<file path="config.mk">
export PLATFORM = sky130hd
export DESIGN_NAME = snes_hv_latch
export DESIGN_NICKNAME = d
export VERILOG_FILES = /design/src/rtl/snes_hv_latch.sv
export SDC_FILE = /design/constraint.sdc
export NUM_CORES = 1
export LEC_CHECK = 0
export BUFFER_PORTS_ARGS = -buffer_cell sky130_fd_sc_hd__buf_2
export CORE_ASPECT_RATIO = 0.9
export CORE_MARGIN = 2
export CORE_UTILIZATION = 35
export DETAILED_ROUTE_END_ITERATION = 8
export HOLD_SLACK_MARGIN = 0.05
export SLEW_MARGIN = 20
export SYNTH_ARGS = -nofsm -noshare
export SYNTH_HDL_FRONTEND = slang
export SYNTH_SLANG_ARGS = --single-unit
</file>
<file path="constraint.sdc">
create_clock -name CLK -period 1.45 [get_ports CLK]
set_input_delay 0.29 -clock CLK [delete_from_list [all_inputs] [get_ports CLK]]
set_output_delay 0.29 -clock CLK [all_outputs]
set_load 0.005 [all_outputs]
</file>
<file path="src/rtl/snes_hv_latch.sv">
`default_nettype none
// ============================================================================
// Module   : snes_hv_latch
// Purpose  : PPU2 H/V counter latch. Captures the dot/line counters on a
//            light-gun pin-6 strobe or a $2137 read, and serves the CPU reads
//            of OPHCT ($213C), OPVCT ($213D) and STAT78 ($213F), including the
//            byte-select flip-flops and the latch flag.
// Options  : HVLATCH_SYNC_EN - when defined, EXT_LATCH_N is passed through a
//            2-FF synchronizer before falling-edge detection.
// Revision : 1.0 - initial release
// ============================================================================
module snes_hv_latch #(
  parameter logic [3:0] PPU2_VER  = 4'd3,
  parameter int         LATCH_DLY = 2
) (
  input  logic       CLK,
  input  logic       RESET,
  input  logic       DOT_CE,
  input  logic [8:0] HCNT,
  input  logic [8:0] VCNT,
  input  logic       FIELD,
  input  logic       PAL,
  input  logic       EXT_LATCH_N,
  input  logic       WRIO7,
  input  logic       SLHV_RD,
  input  logic       OPHCT_RD,
  input  logic       OPVCT_RD,
  input  logic       STAT78_RD,
  input  logic [7:0] OPEN_BUS,
  output logic [7:0] DOUT,
  output logic       LATCHED
);

  // Delay counter load value, truncated to the 3-bit counter range.
  localparam logic [2:0] C_DLY = 3'(LATCH_DLY);

  typedef enum logic [0:0] {
    ST_IDLE = 1'b0,
    ST_WAIT = 1'b1
  } state_t;

  state_t     state_q, state_d;
  logic [2:0] cnt_q, cnt_d;
  logic [8:0] oph_q, oph_d;
  logic [8:0] opv_q, opv_d;
  logic       latched_q, latched_d;
  logic       hff_q, hff_d;
  logic       vff_q, vff_d;
  logic [7:0] dout_q, dout_d;

  logic       w_fall;
  logic       w_trigger;
  logic       w_capture;

  // OPEN_BUS[0] is never visible: bit 0 of every PPU2 byte read here is driven.
  logic       w_unused_bus;
  assign w_unused_bus = OPEN_BUS[0];

`ifdef HVLATCH_SYNC_EN
  logic sync1_q, sync2_q, prev_q;

  // Two-stage synchronizer plus one history stage for the edge detector.
  // Idle-high reset values keep a pin held high from looking like an edge.
  always_ff @(posedge CLK) begin
    if (RESET) begin
      sync1_q <= 1'b1;
      sync2_q <= 1'b1;
      prev_q  <= 1'b1;
    end else begin
      sync1_q <= EXT_LATCH_N;
      sync2_q <= sync1_q;
      prev_q  <= sync2_q;
    end
  end

  assign w_fall = prev_q & ~sync2_q;
`else
  logic ext_q;

  // Single history register; the pin is already synchronous to CLK.
  always_ff @(posedge CLK) begin
    if (RESET) begin
      ext_q <= 1'b1;
    end else begin
      ext_q <= EXT_LATCH_N;
    end
  end

  assign w_fall = ext_q & ~EXT_LATCH_N;
`endif

  // Both latch sources are gated by $4201 bit 7.
  assign w_trigger = WRIO7 & (w_fall | SLHV_RD);

  // Capture fires on the dot enable that finds the delay counter exhausted,
  // unless WRIO7 has dropped, which cancels the pending capture.
  assign w_capture = (state_q == ST_WAIT) && WRIO7 && DOT_CE && (cnt_q == 3'd0);

  // State, delay counter and all latch/read registers.
  always_ff @(posedge CLK) begin
    if (RESET) begin
      state_q   <= ST_IDLE;
      cnt_q     <= 3'd0;
      oph_q     <= 9'd0;
      opv_q     <= 9'd0;
      latched_q <= 1'b0;
      hff_q     <= 1'b0;
      vff_q     <= 1'b0;
      dout_q    <= 8'd0;
    end else begin
      state_q   <= state_d;
      cnt_q     <= cnt_d;
      oph_q     <= oph_d;
      opv_q     <= opv_d;
      latched_q <= latched_d;
      hff_q     <= hff_d;
      vff_q     <= vff_d;
      dout_q    <= dout_d;
    end
  end

  // Next-state logic for the trigger/delay FSM and the counter capture.
  // A trigger arriving while a capture is pending is simply dropped.
  always_comb begin
    state_d = state_q;
    cnt_d   = cnt_q;
    oph_d   = oph_q;
    opv_d   = opv_q;
    unique case (state_q)
      ST_IDLE: begin
        if (w_trigger) begin
          state_d = ST_WAIT;
          cnt_d   = C_DLY;
        end
      end
      ST_WAIT: begin
        if (!WRIO7) begin
          state_d = ST_IDLE;
        end else if (DOT_CE) begin
          if (cnt_q == 3'd0) begin
            state_d = ST_IDLE;
            oph_d   = HCNT;
            opv_d   = VCNT;
          end else begin
            cnt_d = cnt_q - 3'd1;
          end
        end
      end
      default: begin
        state_d = ST_IDLE;
      end
    endcase
  end

  // CPU read path and flag/flip-flop updates. Reads always see the values
  // held before this cycle's capture; a capture in the same cycle as a
  // STAT78 read re-sets the flag after the read has cleared it.
  always_comb begin
    dout_d    = dout_q;
    latched_d = latched_q;
    hff_d     = hff_q;
    vff_d     = vff_q;
    if (STAT78_RD) begin
      dout_d    = {FIELD, latched_q, OPEN_BUS[5], PAL, PPU2_VER};
      latched_d = 1'b0;
      hff_d     = 1'b0;
      vff_d     = 1'b0;
    end else if (OPHCT_RD) begin
      dout_d = hff_q ? {OPEN_BUS[7:1], oph_q[8]} : oph_q[7:0];
      hff_d  = ~hff_q;
    end else if (OPVCT_RD) begin
      dout_d = vff_q ? {OPEN_BUS[7:1], opv_q[8]} : opv_q[7:0];
      vff_d  = ~vff_q;
    end
    if (w_capture) begin
      latched_d = 1'b1;
    end
  end

  assign DOUT    = dout_q;
  assign LATCHED = latched_q;

endmodule
`default_nettype wire

</file>
Word level (Yosys, flattened, before mapping)
Cells that the tools add are included.
- memory bits (read-only): 0
- word-level logic and storage cells: 51
- memories: 0
- bits in writable memories: 0
- register bits after elaboration: 34
- bits in latches: 0
- bitwise logic cells: 8
- add/subtract/negate cells: 1
- div/mod/pow operators: 0
- reduce and logical (&&, ||, !) cells: 11
- shift operators: 0
- multipliers: 0
- magnitude comparators: 0
- multiplexer cells: 17
- equal/unequal tests: 4
- operator list (kind ; number):
    $mux W8 ; 5
    $mux W3 ; 4
    $ne A2 B2 Y1 const B ; 4
    $reduce_and A4 Y1 ; 2
    $mux W1 ; 6
    $pmux W3 S2 ; 1
    $not A1 Y1 ; 5
    $reduce_bool A2 Y1 ; 2
    $logic_and A1 B1 Y1 ; 3
    $logic_not A3 Y1 ; 1
    $reduce_bool A3 Y1 ; 1
    $sub A3 B1 Y3 const B ; 1
    $and A1 B1 Y1 ; 2
    $pmux W1 S2 ; 1
    $reduce_and A2 Y1 ; 1
    $reduce_or A2 Y1 ; 1
    $or A1 B1 Y1 ; 1

Longest topological paths before layout
- depth in word-level cells: 6
- gate-level depth with buffers: 8
- depth with buffers taken out: 7

Worst setup path after synthesis
OpenSTA, ideal clock, no wires.
- path type: register to register
- from: reg cnt_q[0]
- to: reg oph_q[6]
- clock period less this slack: 1.378 ns
- path buffers: 1
- data arrival time: 1.307 ns
- slack: 0.072 ns
- cell stages (with the launch flop): 8
- data required time: 1.380 ns
- cell sequence: dfxtp_1 inv_1 ha_1 ha_1 nand4_2 buf_2 nand2_1 a21oi_1
- word-level cells in the longest chain between the ends: 2
- RTL lines (element ; RTL line ; RTL):
    from (decl) ; 43 ; logic [2:0] cnt_q, cnt_d;
    from (signal assigned) ; 112 ; cnt_q <= cnt_d;
    $logic_not A3 Y1 ; 140 ; if (cnt_q == 3'd0) begin
    $reduce_and A4 Y1 (no line) ; n/a ;
    to (signal assigned) ; 113 ; oph_q <= oph_d;
    to (decl) ; 44 ; logic [8:0] oph_q, oph_d;
Every way passes these cells.
A chain may end at the register's enable or synchronous reset.

Worst setup path in the final report
- from: reg cnt_q[0]
- to: reg opv_q[2]
- word-level cells in the longest chain between the ends: 2
- RTL lines (element ; RTL line ; RTL):
    $logic_not A3 Y1 ; 140 ;
    $reduce_and A4 Y1 (no line) ; n/a ;
    to (signal assigned) ; 114 ; opv_q <= opv_d;
    to (decl) ; 45 ; logic [8:0] opv_q, opv_d;
Every way passes these cells.

==> flow_metrics.env <==
export IMPL_clock_latency_ns=0.29
export IMPL_grt_use_met1_pct=20.7
export IMPL_cp_max_fo=13
export IMPL_outcome="finished clean"
export IMPL_hold_buffers=0
export IMPL_min_period_over_period_pct=94.6
export IMPL_drt_iter0_drc=89
export IMPL_n_antenna_cell=0
export IMPL_htreeDepth=2
export IMPL_relSlewSlack_pct=76.8
export IMPL_die_area_um2=5050
export IMPL_vias=1456
export IMPL_hold_violations=0
export IMPL_cp_required_ns=1.66
export IMPL_worst_slew_pin_slew_ns=0.347
export IMPL_syn_area_um2=1570
export IMPL_wirelength_mm=3.74
export IMPL_final_common_cell="buf_2"
export IMPL_ant_nets=0
export IMPL_final_area_um2=2090
export IMPL_use_met3_pct=4.63
export IMPL_start_kind="flip-flop"
export IMPL_p_total_uw=1910
export IMPL_syn_nets=229
export IMPL_antenna_found_initial=0
export IMPL_p_leak_uw=0.000827
export IMPL_clock_sinks=34
export IMPL_grt_pass1_vias=1341
export IMPL_yosysUniqueCellTypes=35
export IMPL_grt_pass1_wl_mm=5.98
export IMPL_post_route_min_period_ns=1.37
export IMPL_dr_pass1_iters=4
export IMPL_vias_per_cell=4.76
export IMPL_drive_gt1_share_pct=33.6
export IMPL_clockRootBuffer="clkbuf_8"
export IMPL_crit_path_end_kind="flip-flop"
export IMPL_dp_hpwl_mm=2.64
export IMPL_fin_skew_ns=0.00678
export IMPL_drc=0
export IMPL_setup_viol=0
export IMPL_cts_tree="done"
export IMPL_syn2layout_area_growth_pct=32.7
export IMPL_grt_util_met2_pct=25.2
export IMPL_crit_type="flip-flop to flip-flop"
export IMPL_instances_no_fill=306
export IMPL_clkTransAtPathRegs_ns=0.07
export IMPL_critPathArrivalTime_ns=1.59
export IMPL_syn_inst=190
export IMPL_coreArea_um2=4400
export IMPL_ys_ff_latch=34
export IMPL_powerDensity_nw_per_um2=916
export IMPL_cts_buffers=5
export IMPL_synth_sequential_area_ratio_pct=43.2
export IMPL_dp_cells=295
export IMPL_ioPinCount=46
export IMPL_r2r_setup_slack_ns=0.08
export IMPL_synth_top_area_share_pct=43.2
export IMPL_max_freq_ghz=0.729
export IMPL_grt_busiest_layer="met2"
export IMPL_grt_overflow_total=0
export IMPL_gp_congestion=0.792
export IMPL_setup_tns_ns=0
export IMPL_final_cell_mix="44 x buf_2, 41 x nand2_1, 32 x dfxtp_1"
export IMPL_grtUsageTotal_pct=15.9
export IMPL_numPortBuffers=44
export IMPL_grt_max_degree=17
export IMPL_yosysWarnings=0
export IMPL_avgSynthCellArea_um2=8.28
export IMPL_dpl_cell_area_um2=1890
export IMPL_final_nets=283
export IMPL_start_util_pct=35.7
export IMPL_synth_area_leader_cell="dfxtp_1"
export IMPL_fp_dieH_um=67.6
export IMPL_wl_per_cell_um=12.2
export IMPL_rows=23
export IMPL_ys_top_cells_by_area="dfxtp_1 43%, nand2_1 9.8%, a21oi_1 8.9%"
export IMPL_slew_viol_final=0
export IMPL_max_cap_viol_count=0
export IMPL_peakVddDrop_v=0.000617
export IMPL_cts_buffer_depth=2
export IMPL_min_path_type="input pin to flip-flop"
export IMPL_die_x_um=74.7
registers in the layout (all words and copies together) (netlist names):
register,cells
cnt_q,3
opv_q,9
hff_q,1
DOUT,8
ext_q,1
vff_q,1
LATCHED,1
oph_q,9
state_q,1
critical path, stage by stage (launching register included):
cell,delay (ns)
dfxtp_2,0.32
inv_2,0.07
ha_4,0.14
ha_4,0.17
nand2_1,0.11
nor2_4,0.15
buf_12,0.14
nand2_1,0.06
a21oi_1,0.12
final cells by class:
type / count / area, µm²
well taps: 62 / 77.6
flip-flops and latches: 34 / 683
repair buffers: 58 / 388
inverters: 5 / 18.8
multi-input cells: 140 / 842
fillers: 458 / 2310
clock buffers: 5 / 68.8
clock inverters: 2 / 10.0
per-stage QoR:
stage / util [%] / hold WS, ns / worst slack, ns
after global placement: 42.9 / 0.443 / -0.0559
after detailed placement: 42.9 / 0.448 / -0.0682
final: 47.4 / 0.201 / 0.0780
after global routing: 47.4 / 0.199 / -0.0349
after CTS: 46.2 / 0.195 / 0.00332
after floorplan: - / 0.397 / 0.0722
metal layers:
layer	up-vias	routed length (µm)
li1	757	-
met1	654	1750
met2	38	1720
met3	7	215
met4	0	51
met5	-	0
worst paths after layout:
kind	depth (start not counted)	startpoint	end
worst max-delay path	8	cnt_q[0]	opv_q[2]
worst max register to register	8	cnt_q[0]	opv_q[2]
worst min register to register	2	opv_q[6]	opv_q[6]
worst min-delay path	2	EXT_LATCH_N	ext_q
cells by family after synthesis:
logic type / count (synthesis) / synth area share, %
compound gates: 40 / 14.9
xor+xnor: 2 / 1.11
fa+ha+maj: 2 / 1.59
buf+inv: 16 / 5.80
flops: 34 / 43.2
mux: 14 / 9.22
simple gates: 82 / 24.2
what timing repair did:
| action | in CTS | in global routing |
|---|---|---|
| endpoints found under the setup margin | 18 | 21 |
| pin swaps | 1 | 2 |
| gates cloned | 1 | 1 |
| buffers inserted | 2 | 1 |
| resized for setup | 4 | 7 |
synthesized netlist by cell type:
cell and instances:
o21ai_0 1, a221oi_1 2, o21ai_2 1, nand2_1 41, buf_2 4, nor3_1 7
or2_1 1, inv_1 5, ha_1 2, clkbuf_1 3, or3_1 1, nand2_2 1
a31oi_1 2, and2b_2 1, buf_6 3, nand3b_1 1, mux2_2 4, nor3b_2 1
or2_2 1, nor2_4 1, a21oi_1 28, nor2_1 17, buf_4 1, nand4_2 1
dfxtp_1 34, nand3_1 2, xnor2_1 2, a211oi_1 2, a22oi_1 1, a222oi_1 2
nor2b_1 3, mux2i_1 10, o31ai_1 1, nand2b_1 2, nand4b_1 1
report_power, final:
part	total, µW	internal, µW	switching (µW)
registers	987	965	21.6
logic	267	137	130
clock network	659	322	338
(Power assumes the default switching activity.)
